$ cat config.mk
export PLATFORM = sky130hd
export DESIGN_NAME = uart_tx_buffered
export DESIGN_NICKNAME = d
export VERILOG_FILES = /design/src/rtl/uart_tx_buffered.sv
export SDC_FILE = /design/constraint.sdc
export NUM_CORES = 1
export LEC_CHECK = 0
export CAP_MARGIN = 20
export CORE_MARGIN = 3
export CORE_UTILIZATION = 30
export DETAILED_ROUTE_END_ITERATION = 8
export SYNTH_ARGS = -nofsm -noshare
export SYNTH_HDL_FRONTEND = slang
export SYNTH_SLANG_ARGS = --single-unit
$ cat constraint.sdc
create_clock -name clk -period 2.9 [get_ports clk]
set_input_delay 0.29 -clock clk [delete_from_list [all_inputs] [get_ports clk]]
set_output_delay 0.29 -clock clk [all_outputs]
set_load 0.05 [all_outputs]
$ cat src/rtl/uart_tx_buffered.sv
// uart_tx_buffered
//   Buffered UART transmitter. Characters enter a small FIFO through a
//   load/ready handshake and are serialised LSB-first as
//   start, DATA_BITS data, optional parity, STOP_BITS stop bits.
//   Frames are sent back-to-back while the FIFO holds data.
//
//   Optional feature macro: UART_TX_PARITY_EN
//     defined   -> parity state and generator compiled in, PARITY selects
//                  0 none / 1 odd / 2 even
//     undefined -> no parity logic, PARITY ignored, frames carry no parity bit
//
// Ports
//   clk    in   system clock, rising edge
//   rst_n  in   asynchronous active-low reset
//   load   in   write strobe, accepted when load & ready
//   in     in   character to enqueue [DATA_BITS-1:0]
//   ready  out  FIFO not full
//   tx     out  serial line, registered, idle high
//   busy   out  frame on the line or FIFO non-empty
//   level  out  FIFO occupancy [$clog2(FIFO_DEPTH):0]
module uart_tx_buffered #(
  parameter int CLK_DIV    = 288,
  parameter int DATA_BITS  = 7,
  parameter int STOP_BITS  = 1,
  parameter int PARITY     = 0,
  parameter int FIFO_DEPTH = 4
) (
  input  logic                          clk,
  input  logic                          rst_n,
  input  logic                          load,
  input  logic [DATA_BITS-1:0]          in,
  output logic                          ready,
  output logic                          tx,
  output logic                          busy,
  output logic [$clog2(FIFO_DEPTH):0]   level
);

  localparam int AW = $clog2(FIFO_DEPTH);
  localparam int LW = AW + 1;
  localparam int CW = $clog2(CLK_DIV);
  localparam logic [LW-1:0] FULL      = LW'(FIFO_DEPTH);
  localparam logic [CW-1:0] BAUD_LAST = CW'(CLK_DIV - 1);
  localparam logic [3:0]    DATA_LAST = 4'(DATA_BITS - 1);
  localparam logic [3:0]    STOP_LAST = 4'(STOP_BITS - 1);
`ifdef UART_TX_PARITY_EN
  localparam bit PAR_ON = (PARITY != 0);
`endif

  if (CLK_DIV < 4 || CLK_DIV > 65535 || DATA_BITS < 5 || DATA_BITS > 8 ||
      STOP_BITS < 1 || STOP_BITS > 2 || PARITY < 0 || PARITY > 2 ||
      FIFO_DEPTH < 2 || FIFO_DEPTH > 16 ||
      (FIFO_DEPTH & (FIFO_DEPTH - 1)) != 0) begin : g_bad_params
    $error("uart_tx_buffered: illegal parameter value");
  end

  typedef enum logic [2:0] {
    S_IDLE,
    S_START,
    S_DATA,
`ifdef UART_TX_PARITY_EN
    S_PARITY,
`endif
    S_STOP
  } state_t;

  state_t               state, state_nxt;
  logic                 push, pop;
  logic [DATA_BITS-1:0] mem [FIFO_DEPTH];
  logic [AW-1:0]        wptr, rptr;
  logic [CW-1:0]        baud_cnt;
  logic                 baud_tc;
  logic [3:0]           bit_cnt;
  logic [DATA_BITS-1:0] shreg;
  logic                 tx_d;
`ifdef UART_TX_PARITY_EN
  logic                 par_bit;
`endif

  assign ready   = (level != FULL);
  assign push    = load & ready;
  assign baud_tc = (baud_cnt == BAUD_LAST);
  assign busy    = (state != S_IDLE) | (level != '0);

  // FIFO storage: data only, pointers and level carry the reset
  always_ff @(posedge clk) begin
    if (push) mem[wptr] <= in;
  end

  always_ff @(posedge clk or negedge rst_n) begin
    if (!rst_n) begin
      wptr  <= '0;
      rptr  <= '0;
      level <= '0;
    end else begin
      if (push) wptr <= wptr + 1'b1;
      if (pop)  rptr <= rptr + 1'b1;
      case ({push, pop})
        2'b10:   level <= level + 1'b1;
        2'b01:   level <= level - 1'b1;
        default: level <= level;
      endcase
    end
  end

  // State register
  always_ff @(posedge clk or negedge rst_n) begin
    if (!rst_n) state <= S_IDLE;
    else        state <= state_nxt;
  end

  // Next state; the pop happens on every edge that enters START so the
  // next frame starts straight out of the last stop-bit cycle
  always_comb begin
    state_nxt = state;
    pop       = 1'b0;
    case (state)
      S_IDLE:
        if (level != '0) begin
          state_nxt = S_START;
          pop       = 1'b1;
        end
      S_START:
        if (baud_tc) state_nxt = S_DATA;
      S_DATA:
        if (baud_tc && bit_cnt == DATA_LAST)
`ifdef UART_TX_PARITY_EN
          state_nxt = PAR_ON ? S_PARITY : S_STOP;
`else
          state_nxt = S_STOP;
`endif
`ifdef UART_TX_PARITY_EN
      S_PARITY:
        if (baud_tc) state_nxt = S_STOP;
`endif
      S_STOP:
        if (baud_tc && bit_cnt == STOP_LAST) begin
          if (level != '0) begin
            state_nxt = S_START;
            pop       = 1'b1;
          end else begin
            state_nxt = S_IDLE;
          end
        end
      default: state_nxt = S_IDLE;
    endcase
  end

  // Line level for the current state
  always_comb begin
    tx_d = 1'b1;
    case (state)
      S_START:  tx_d = 1'b0;
      S_DATA:   tx_d = shreg[0];
`ifdef UART_TX_PARITY_EN
      S_PARITY: tx_d = par_bit;
`endif
      default:  tx_d = 1'b1;
    endcase
  end

  // Baud and bit counters. The baud counter restarts at every bit
  // boundary so each bit is exactly CLK_DIV cycles with no drift.
  always_ff @(posedge clk or negedge rst_n) begin
    if (!rst_n) begin
      baud_cnt <= '0;
      bit_cnt  <= '0;
    end else begin
      if (state == S_IDLE || baud_tc) baud_cnt <= '0;
      else                            baud_cnt <= baud_cnt + 1'b1;
      if (state_nxt != state) bit_cnt <= '0;
      else if (baud_tc)       bit_cnt <= bit_cnt + 1'b1;
    end
  end

  // Shifter loads the FIFO head on pop; parity is taken from the same word
  always_ff @(posedge clk) begin
    if (pop)                           shreg <= mem[rptr];
    else if (state == S_DATA && baud_tc) shreg <= shreg >> 1;
`ifdef UART_TX_PARITY_EN
    if (pop) par_bit <= (^mem[rptr]) ^ (PARITY == 1);
`endif
  end

  // tx register; the async reset forces the line idle immediately
  always_ff @(posedge clk or negedge rst_n) begin
    if (!rst_n) tx <= 1'b1;
    else        tx <= tx_d;
  end

endmodule

# ---- Word level (Yosys, flattened, before mapping)
# Memories as Yosys holds them, arrays and structs flattened.
# Index checks and enable logic that the tools add are counted.
# W data, S select, Z words.
dict set report totals {
  in_bits 10
  mem_bits_rw 28
  mem_count 1
  output_inout_bits 6
  regBits 31
  word_cells 55
}
# name words width read_ports rd_clocked_by_memory_dff write_ports line
set memory_table {}
lappend memory_table {mem 4 7 1 0 1 68} ;# logic [DATA_BITS-1:0] mem [FIFO_DEPTH];
dict set report classes {
  n_eq_ne 9
  n_addsub 6
  muxes 18
  bitwise_logic 2
  n_reduce_logical 11
}
# op count
set ops {}
lappend ops {{$mux W7} 2}
lappend ops {{$mux W3} 4}
lappend ops {{$pmux W3 S4} 1}
lappend ops {{$add A9 B1 Y9 const B} 1}
lappend ops {{$eq A9 B9 Y1 const B} 1}
lappend ops {{$mux W9} 1}
lappend ops {{$mux W4} 2}
lappend ops {{$eq A3 B2 Y1 const B} 2}
lappend ops {{$pmux W3 S2} 1}
lappend ops {{$reduce_bool A2 Y1} 3}
lappend ops {{$reduce_bool A3 Y1} 2}
lappend ops {{$mux W1} 5}
lappend ops {{$add A2 B1 Y2 const B} 2}
lappend ops {{$add A4 B1 Y4 const B} 1}
lappend ops {{$eq A4 B3 Y1 const B} 1}
lappend ops {{$logic_not A4 Y1} 1}
lappend ops {{$pmux W1 S2} 2}
lappend ops {{$add A3 B1 Y3 const B} 1}
lappend ops {{$eq A3 B1 Y1 const B} 1}
lappend ops {{$logic_and A1 B1 Y1} 3}
lappend ops {{$logic_not A3 Y1} 1}
lappend ops {{$ne A3 B3 Y1} 1}
lappend ops {{$ne A3 B3 Y1 const B} 1}
lappend ops {{$sub A3 B1 Y3 const B} 1}
lappend ops {{5 further kinds} 5}

# ---- Logic depth before layout (Yosys ltp)
# Gate-level depths: netlist (run 1).
dict set report depth {
  depth_word 6
  ltp_mapped 11
}

# ---- Worst setup path after synthesis (run 1)
# Ideal clock, no wire load.
dict set report synth_path {
  path_type {register -> register}
  startpoint {register level[1]}
  endpoint {register level[2]}
  required_time_ns 2.755
  arrival_ns 2.424
  path_stages_with_launch 10
  setup_time_ns 0.145
  slack_ns 0.331
  cell_sequence {dfrtp_1 > nor2_1 > nand2_1 > and2_1 > inv_1 > ha_1 > fa_1 > xnor2_1 > nor2_1 > xor2_1}
}
dict set report synth_via {
  elab_cells_between_ends 12
  classes_between {add/sub (2); eq/ne (3); mux (4); bitwise (1); reduce/logical (2)}
}
# item line
set synth_rtl {}
lappend synth_rtl {{start, declared} 35} ;# output logic [$clog2(FIFO_DEPTH):0] level
lappend synth_rtl {{start signal, assigned} 98} ;# 2'b10: level <= level + 1'b1;
lappend synth_rtl {{start signal, assigned} 99} ;# 2'b01: level <= level - 1'b1;
lappend synth_rtl {{start signal, assigned} 100} ;# default: level <= level;
lappend synth_rtl {{$ne A3 B3 Y1 *} 79} ;# assign ready = (level != FULL);
lappend synth_rtl {{net ready} 32} ;# output logic ready,
lappend synth_rtl {{$and A1 B1 Y1 *} 80} ;# assign push = load & ready;
lappend synth_rtl {{$eq A2 B1 Y1 or $eq A2 B2 Y1 (tied branches)} 97} ;# case ({push, pop})
lappend synth_rtl {{$pmux W3 S2 or $reduce_bool A2 Y1 (tied branches)} -}
# Mark *: on every way through the listed nets, which the timed path passes. The rest lies on a longest branch.
# A chain may end at the register's enable or synchronous reset.

# ---- Worst setup path after layout (run 1)
dict set report layout_path {
  startpoint {register bit_cnt[0]}
  endpoint {register level[1]}
}
dict set report layout_via {
  elab_chain_len 6
  elab_cells_between_ends 8
  classes_between {eq/ne (2); mux (3); reduce/logical (3)}
}
# item line
set layout_lines {}
lappend layout_lines {{start, declared} 72} ;# logic [3:0] bit_cnt;
lappend layout_lines {{start signal, assigned} 171} ;# else if (baud_tc) bit_cnt <= bit_cnt + 1'b1;
lappend layout_lines {{$logic_not A4 Y1 *} 136} ;# if (baud_tc && bit_cnt == STOP_LAST) begin
lappend layout_lines {{$logic_and A1 B1 Y1 *} 136}
lappend layout_lines {{$mux W1 *} 136}
lappend layout_lines {{$pmux W1 S2 *} 116} ;# case (state)
lappend layout_lines {{$eq A2 B1 Y1 or $eq A2 B2 Y1 (tied branches)} 97}
lappend layout_lines {{$pmux W3 S2 or $reduce_bool A2 Y1 (tied branches)} -}
# Mark *: on every way between the ends. The rest lies on a longest branch, timed or not.

==> results.md, run 1 <==
* Flop-to-flop setup slack at 0.29 ns
* Core footprint at 8420 um2
* Nets at 230
* Post-synthesis register bit count at 59
* Fin util at 37.2%
* Largest net degree at the start of global routing at 25
* Distinct cells, synth at 42
* Area leader, netlist: edfxtp_1
* Routed wire length at 4.40 mm
* Placed instance count at 304
* RSZ-0062 raised after global routing: false
* Status: finished, final reports clean
* Worst path arrival time at 2.82 ns
* Final setup viols at 0
* Commonest cells in the netlist: edfxtp_1, dfrtp_1, nor2_1
* Final worst-path cycle share at 90.2%
* Crit path kind: flop to flop
* Max-cap violations at 0
* Syn_nets at 202
* Fraction of layout cells with a size suffix above 1 at 19.1%
* IO buf count at 15
* HP Class: input port to asynchronous set/reset pin
* Wire per inst at 13.8 um
* Hpwl dp at 3.08 mm
* First-pass GRT wire length at 7.53 mm
* Largest cells by area after synthesis: edfxtp_1, dfrtp_1, mux4_2
* Post-synth EDFFs at 35
* Synth Instances at 182
* H-tree levels at 3
* Critical Path End Type: flop
* Syn. warnings at 0
* GP Congestion at 0.685
* Fmax at 382 MHz
* Die Y at 100 um
* VDD IR max at 0.000480 V
* Longest Clk Path Bufs at 2
* CTS tree: yes
* Post_cts resized at 0
* 1st-pass router iterations at 4
* Reg clk slew, reported paths at 0.07 ns
* Reg2reg end: level[1]
* ANT nets after route at 0
* Sequential fraction of the synthesis area at 62.0%
* Clk_skew at 0.00828 ns
* Crit Path Max Fanout at 4
* Synth async-reset ratio at 40.7%
* Clk Tree Root Cell: clkbuf_8
* Gr ovfl total at 0
* Leak at 1.21 nW
* Post-layout min period at 2.61 ns
* PD cells at 879 nW/um2
* GRT Overall Usage at 9.71%
* Tightest Pin Transition at 0.601 ns
* Num ports at 16
* Area delta synth->final at 17.6%
* Top_reg_cell synth: edfxtp_1
* Post-route design area at 3140 um2
* Post-synth top area share at 39.4%
* Setup TNS at 0 ns
* CP startpoint kind: flop
* Post-CTS setup buffer count at 0
* Max_slew headroom at 59.3%
* Die X at 100 um
* ANT cells at 0
* Count leader, synth: edfxtp_1
* Clk_lat worst skew at 0.33 ns
* Final slew viol count at 0
* Final hold viol count at 0
* DRC Markers at 0
* Initial antenna violation count at 0
* CTS hold repair buffers at 0
* TritonCTS Buffers at 9
* Req. time, crit path at 3.11 ns
* FF-to-FF path depth at 9
* Die Footprint at 10100 um2
* Vias at 1482
* Mapped Area at 2670 um2
* Vias/cell at 4.63
* Clk sinks at 59
* Worst r2r src: bit_cnt[0]
* Initial Util at 31.7%
* Vias in the first global route at 1569
* Placed inst area at 2950 um2
* First DRT Iteration DRCs at 69
* Mapped Avg Cell Area at 14.7 um2
* Non-filler cells, final at 320
* Site Rows at 33
[metrics by stage]
step	total power [mW]	hold WS [ns]	setup slack, ns
after detailed placement	2.11	0.479	0.277
final	2.76	0.335	0.285
after CTS	2.81	0.338	0.264
after floorplan	1.89	-0.00559	0.331
after global routing	2.94	0.370	0.153
after global placement	2.08	0.475	0.318
[critical path, stage by stage (launching register included)]
cell     delay [ns]
dfrtp_1        0.42
inv_1          0.10
ha_1           0.14
or3b_2         0.50
o31ai_4        0.34
nand2_4        0.07
inv_1          0.07
ha_1           0.19
fa_1           0.42
mux2_2         0.27
[final cells by class]
class                           instances  area (um2)
Fill cell                             838        5290
Clock buffer                           10         128
Sequential cell                        59        1650
Clock inverter                          6        56.3
Multi-Input combinational cell        110         940
Tap cell                              105         131
Inverter                                9        33.8
Timing Repair Buffer                   21         195
[placed cells by master, fill, tap and decap left out, drive strengths merged, types with 2 or more instances in the layout]
cell type and count:
clkinv 5, nand4 3, xnor2 10, ha 9
clkdlybuf4s50 15, xor2 6, a21oi 4, nand2 8
dfrtp 23, edfxtp 35, nand3 7, clkbuf 10
mux2 8, inv 9, nor3 9, mux4 7
nor3b 2, nor2 12, o31ai 2, buf 6
and4 2, and3 5
[metal layers]
metal / routed length (um) / vias up / part of all wire (%) / global-route usage [%]
met4: 104 / 0 / 2.4 / 6.22
met3: 66 / 8 / 1.5 / 1.88
met1: 2170 / 731 / 49 / 12.7
met2: 2060 / 18 / 47 / 14.8
met5: 0 / - / 0 / 0
li1: - / 725 / - / -
[flip-flops by register name (all words and copies together) (netlist names)]
name	flops
state	3
mem	28
tx	1
wptr	2
shreg	7
rptr	2
baud_cnt	9
level	3
bit_cnt	4
[report_power, final]
part           total (mW)  switching, mW  internal (mW)
Sequential           1.28          0.174           1.11
Clock               0.690          0.301          0.389
Combinational       0.782          0.406          0.376
Total                2.76          0.881           1.88
[how the worst max path moves through the flow]
stage / start / to / depth (start not counted)
6_report: bit_cnt[0] / level[1] / 9
3_5_place_dp: bit_cnt[0] / level[1] / 9
2_1_floorplan: level[1] / level[2] / 9
4_1_cts: bit_cnt[0] / level[1] / 9
5_1_grt: bit_cnt[0] / level[1] / 9
3_3_place_gp: bit_cnt[0] / level[1] / 9
[logic make-up after synthesis]
kind of cell | share of synthesized area (%)
flops | 62.0
simple gates | 11.7
xor+xnor | 5.26
mux | 9.81
buf+inv | 2.77
compound gates | 3.38
fa+ha+maj | 4.97
other cells | 0.141
No activity file was read; power rests on OpenSTA's default activity.
==> inputs of run 2 (changes only) <==
==> constraint.sdc (replaced) <==
create_clock -name clk -period 2.9 [get_ports clk]
set_input_delay 0.87 -clock clk [delete_from_list [all_inputs] [get_ports clk]]
set_output_delay 0.87 -clock clk [all_outputs]
set_load 0.05 [all_outputs]
==> run 2 against run 1 <==
Design area grew 1.2%. Routed wire length grew 2.0%. Non-clock buffer count down 1. Global-route usage up 0.57 points. Core utilization grew 0.46 points.
==> results.md, run 2 (synthesized netlist as in run 1, its figures left out) <==
* FF-to-FF path depth at 9 (unchanged)
* IO buf count at 15 (unchanged)
* Routed wire length at 4.49 mm (+2.0%)
* Fraction of layout cells with a size suffix above 1 at 19.2% (+0.089 points)
* TritonCTS Buffers at 9 (unchanged)
* GRT Overall Usage at 10.3% (+0.57 points)
* Reg with most FFs: mem
* Tightest Pin Transition at 0.563 ns (-0.0389 ns)
* Crit Path Max Fanout at 6 (+2)
* ANT cells at 0 (unchanged)
* Num ports at 16 (unchanged)
* Vias in the first global route at 1491 (-5.0%)
* CP startpoint kind: flop
* Initial Util at 31.7% (unchanged)
* Hold Startpoint: baud_cnt[0]
* Reg clk slew, reported paths at 0.07 ns (about the same)
* Max_slew headroom at 62.0% (+2.6 points)
* Post-CTS setup buffer count at 0 (unchanged)
* Reg2reg end: level[1]
* Worst path arrival time at 1.84 ns (-0.98 ns)
* Commonest cells after routing, fill and taps aside: edfxtp_1, dfrtp_1, clkdlybuf4s50_1
* CTS hold repair buffers at 0 (unchanged)
* Post_cts resized at 0 (unchanged)
* Leak at 1.22 nW (+0.88%)
* H-tree levels at 3 (unchanged)
* Worst r2r src: bit_cnt[0]
* Setup TNS at 0 ns (unchanged)
* WHS Path Cells at 1
* Initial antenna violation count at 0 (unchanged)
* Flop-to-flop setup slack at 0.25 ns (-0.04 ns)
* Hpwl dp at 3.05 mm (-0.84%)
* Die Footprint at 10100 um2 (unchanged)
* Gr ovfl total at 0 (unchanged)
* VDD IR max at 0.000716 V (+49%)
* RSZ-0062 raised after global routing: false
* Number of fill cells at 818 (-2.4%)
* Site Rows at 33 (unchanged)
* Area delta synth->final at 19.1%
* Crit path kind: flop to output pin
* Largest register FFs at 28 (unchanged)
* Final setup viols at 0 (unchanged)
* Final worst-path cycle share at 93.4% (+3.3 points)
* First DRT Iteration DRCs at 104 (+51%)
* Critical Path End Type: output pin
* Core footprint at 8420 um2 (unchanged)
* Req. time, crit path at 2.03 ns (-1.08 ns)
* Multi-input gate area at 940 um2 (unchanged)
* Tot Pwr at 2.94 mW (+6.5%)
* First-pass GRT wire length at 7.87 mm (+4.5%)
* HP Class: flop to flop
* Vias at 1480 (-0.13%)
* Clk_skew at 0.00807 ns (-0.000206 ns)
* CTS tree: yes
* Longest Clk Path Bufs at 2 (unchanged)
* Status: finished, final reports clean
* Largest net degree at the start of global routing at 25 (unchanged)
* Post-layout min period at 2.71 ns (+0.0946 ns)
* Clk sinks at 59 (unchanged)
* Die X at 100 um (unchanged)
* GP Congestion at 0.718 (+4.8%)
* PD cells at 925 nW/um2 (+5.2%)
* Fmax at 369 MHz (-3.5%)
* FF+latch area at 1650 um2 (unchanged)
* Die Y at 100 um (unchanged)
* Most common cell after layout, fill and taps aside: edfxtp_1
* Nets at 229 (-0.43%)
* ANT nets after route at 0 (unchanged)
* Wire per inst at 14.1 um (+2.3%)
* Max-cap violations at 0 (unchanged)
* Final hold viol count at 0 (unchanged)
* DRC Markers at 0 (unchanged)
* 1st-pass router iterations at 4 (unchanged)
* Final slew viol count at 0 (unchanged)
* Hold Path Sink: baud_cnt[0]
* Clk Tree Root Cell: clkbuf_8
* Vias/cell at 4.64 (+0.18%)
* Clk_lat worst skew at 0.33 ns (about the same)
* Biggest regs: mem x28, baud_cnt x9, shreg x7
-- run 2: cell types whose count changed in the layout (fill, tap and decap cells not counted) --
cell,previous run,this run
bufinv_16,1,3
clkbuf_1,1,2
clkdlybuf4s50_1,15,14
clkinv_1,2,1
clkinv_2,2,0
clkinv_4,1,0
clkinvlp_4,0,1
-- run 2: through the flow --
step	cell area (um2)	std cells	util, %	hold WS, ns	setup slack (ns)
after floorplan	2670	182	-	0.445	0.331
after global placement	2940	303	34.9	0.468	0.179
after detailed placement	2940	303	34.9	0.478	0.168
after CTS	3180	319	37.7	0.487	0.169
after global routing	3180	319	37.7	0.514	0.114
final	3180	319	37.7	0.484	0.191
-- run 2: area by class of cell --
cell class,instances,share of cell area [%]
multi-input combinational,110,29.6
sequential,59,52.0
clock inverter,5,3.19
clock buffer,11,4.14
inverter,9,1.06
tap,105,4.14
timing repair buffer,20,5.83
-- run 2: worst max-delay path: stages, from the launching register on --
cell and delay [ns]:
dfrtp_1 0.47, nor2_1 0.06, nand2_1 0.15, clkdlybuf4s50_1 0.83
-- run 2: worst max path at each step --
stage / from / end / slack, ns
floorplan: level[1] / level[2] / 0.33
global placement: load / level[2] / 0.18
detailed placement: load / level[2] / 0.17
CTS: level[0] / ready / 0.17
global route: level[1] / ready / 0.11
finish: level[0] / ready / 0.19
-- run 2: routing by layer --
| layer | part of all wire, % | wire [um] | GRT usage (%) |
|---|---|---|---|
| met3 | 1.9 | 85 | 1.74 |
| met1 | 50 | 2260 | 14.5 |
| met5 | 0 | 0 | 0 |
| met2 | 45 | 2030 | 14.4 |
| met4 | 2.5 | 114 | 6.84 |
-- run 2: power by group --
part	switching, mW	internal (mW)	total [mW]	leakage (nW)
logic	0.403	0.370	0.773	0.479
registers	0.178	1.11	1.29	0.629
clock network	0.307	0.569	0.876	0.111
==> inputs of run 3 (changes only) <==
Settings changed: GPL_TIMING_DRIVEN set to 0, PLACE_DENSITY_LB_ADDON set to 0.2.
==> run 3 against run 2 <==
Combinational power rose by 15%. First-iteration DRC count fell by 47%. Global-route usage fell by 0.057 points. Register-to-register slack got worse by 0.04 ns. Power fell by 3.2%. Die area did not move. Clock skew rose by 0.0016 ns.
==> results.md, run 3 (synthesized netlist as in run 1, its figures left out) <==
* CTS hold repair buffers at 0 (unchanged)
* Initial Util at 31.7% (unchanged)
* Clk sinks at 59 (unchanged)
* Commonest cells after routing, fill and taps aside: edfxtp_1, dfrtp_1, clkdlybuf4s50_1
* Vias in the first global route at 1580 (+6.0%)
* Crit Path Max Fanout at 8 (+2)
* Largest register FFs at 28 (unchanged)
* Crit path kind: flop to output pin
* Largest net degree at the start of global routing at 18 (-28%)
* Die Y at 100 um (unchanged)
* Initial antenna violation count at 0 (unchanged)
* RSZ-0062 raised after global routing: false
* Site Rows at 33 (unchanged)
* Post-layout min period at 2.71 ns (+0.00212 ns)
* P_int at 1.92 mW (-6.4%)
* Final setup viols at 0 (unchanged)
* Hpwl dp at 3.05 mm (about the same)
* Leak at 1.22 nW (-0.14%)
* Gr ovfl total at 0 (unchanged)
* Vias at 1513 (+2.2%)
* Final worst slack at 0.189 ns (-0.00212 ns)
* Clock power share at 26.2% (-3.6 points)
* Multi-input gate area at 945 um2 (+0.53%)
* Final hold viol count at 0 (unchanged)
* PD cells at 894 nW/um2 (-3.3%)
* Core footprint at 8420 um2 (unchanged)
* Reg clk slew, reported paths at 0.07 ns (about the same)
* Cell family with most CP delay: buffers and inverters
* Num ports at 16 (unchanged)
* Logic gate share of total power at 31.2% (+4.9 points)
* CP startpoint kind: flop
* Final worst-path cycle share at 93.5% (about the same)
* Reg with most FFs: mem
* First DRT Iteration DRCs at 55 (-47%)
* Longest Clk Path Bufs at 2 (unchanged)
* Clk_lat worst skew at 0.34 ns (about the same)
* Req. time, crit path at 2.03 ns (about the same)
* IO buf count at 15 (unchanged)
* Vias/cell at 4.74 (+2.2%)
* Post-Place Setup Slack at 0.0419 ns (-0.126 ns)
* Most common cell after layout, fill and taps aside: edfxtp_1
* FF+latch area at 1650 um2 (unchanged)
* Tot Pwr at 2.84 mW (-3.2%)
* First-pass GRT wire length at 7.76 mm (-1.4%)
* Status: finished, final reports clean
* Final slew viol count at 0 (unchanged)
* Max incr delay on CP at 0.44 ns (-0.39 ns)
* H-tree levels at 3 (unchanged)
* Buf/Inv on CP at 2 (+1)
* ANT nets after route at 0 (unchanged)
* Fraction of layout cells with a size suffix above 1 at 20.1% (+0.93 points)
* DRC Markers at 0 (unchanged)
* Routed wire length at 4.53 mm (+0.76%)
* Post-CTS setup buffer count at 0 (unchanged)
* P_sw at 0.927 mW (+4.3%)
* GP Congestion at 0.747 (+3.9%)
* Area delta synth->final at 19.3%
* TritonCTS Buffers at 9 (unchanged)
* Nets at 229 (unchanged)
* Max_slew headroom at 60.1% (-1.8 points)
* VDD IR max at 0.000631 V (-12%)
* ANT cells at 0 (unchanged)
* GRT Overall Usage at 10.2% (-0.057 points)
* Fmax at 369 MHz (about the same)
* Worst path arrival time at 1.84 ns (about the same)
* Clk_skew at 0.00967 ns (+0.00160 ns)
* 1st-pass router iterations at 4 (unchanged)
* Switching share of total power at 32.6% (+2.3 points)
* Wire per inst at 14.2 um (+0.76%)
* CP cell instances: clkbuf_1 > nor3_2 > nand2_1 > dlygate4sd2_1
* Sequential power share at 42.7% (-1.2 points)
* Clk Tree Root Cell: clkbuf_8
* CTS tree: yes
* Slowest-stage cell, CP: dlygate4sd2_1
* Die X at 100 um (unchanged)
* Biggest regs: mem x28, baud_cnt x9, shreg x7
* Max-cap violations at 0 (unchanged)
* Critical Path End Type: output pin
* Number of fill cells at 837 (+2.3%)
* HP Class: flop to flop
* Tightest Pin Transition at 0.590 ns (+0.0273 ns)
* Die Footprint at 10100 um2 (unchanged)
[run 3: cell count changes in the layout (fill, tap and decap cells not counted), moves of 2 or more]
cell and change:
buf_4 -6, buf_6 +2, bufinv_16 -2, clkinv_4 +3
[run 3: final timing paths]
check / startpoint / to / slack (ns) / depth (start not counted)
max in group asynchronous: rst_n / baud_cnt[6] / 1.58 / 2
min: baud_cnt[0] / baud_cnt[0] / 0.49 / 1
min reg2reg: baud_cnt[0] / baud_cnt[0] / 0.49 / 1
max reg2reg: bit_cnt[0] / level[1] / 0.21 / 9
min in group asynchronous: rst_n / rptr[0] / 0.86 / 1
max: state[1] / busy / 0.19 / 4
[run 3: area by class of cell]
class	instances	share of cell area, %
Clock buffer	9	3.89
Multi-Input combinational cell	110	29.7
Inverter	9	1.06
Clock inverter	7	2.44
Buffer	4	1.26
Sequential cell	59	52.0
Timing Repair Buffer	16	5.55
Tap cell	105	4.13
[run 3: timing repair]
action | CTS | global route
setup endpoints to repair | 1 | 1
pin swaps | 0 | 1
hold endpoints to repair | 0 | 0
gates resized for setup | 2 | 0
[run 3: metrics by stage]
step	hold WS, ns	instances	cell area [um2]	setup TNS [ns]	util (%)
3_3_place_gp	0.475	302	2950	-0.00745	35.0
4_1_cts	0.488	319	3180	0	37.8
6_report	0.486	319	3180	0	37.8
3_5_place_dp	0.479	303	2980	0	35.3
2_1_floorplan	0.445	182	2670	0	-
5_1_grt	0.523	319	3180	0	37.8
[run 3: power groups by stage]
stage	Sequential (mW)	Combinational, mW	Clock [mW]
3_3_place_gp	1.23	0.897	0
6_report	1.21	0.886	0.745
5_1_grt	1.24	0.989	0.810
4_1_cts	1.22	0.908	0.774
2_1_floorplan	1.29	0.593	0
3_5_place_dp	1.23	0.904	0
[run 3: layer usage]
layer  global-route usage [%]  vias to the layer above  wire length [um]
met4                     6.22                        0               123
met2                     15.3                       23              2080
met5                        0                        -                 0
met3                     2.71                        9               128
met1                     13.2                      754              2200
li1                         -                      727                 -
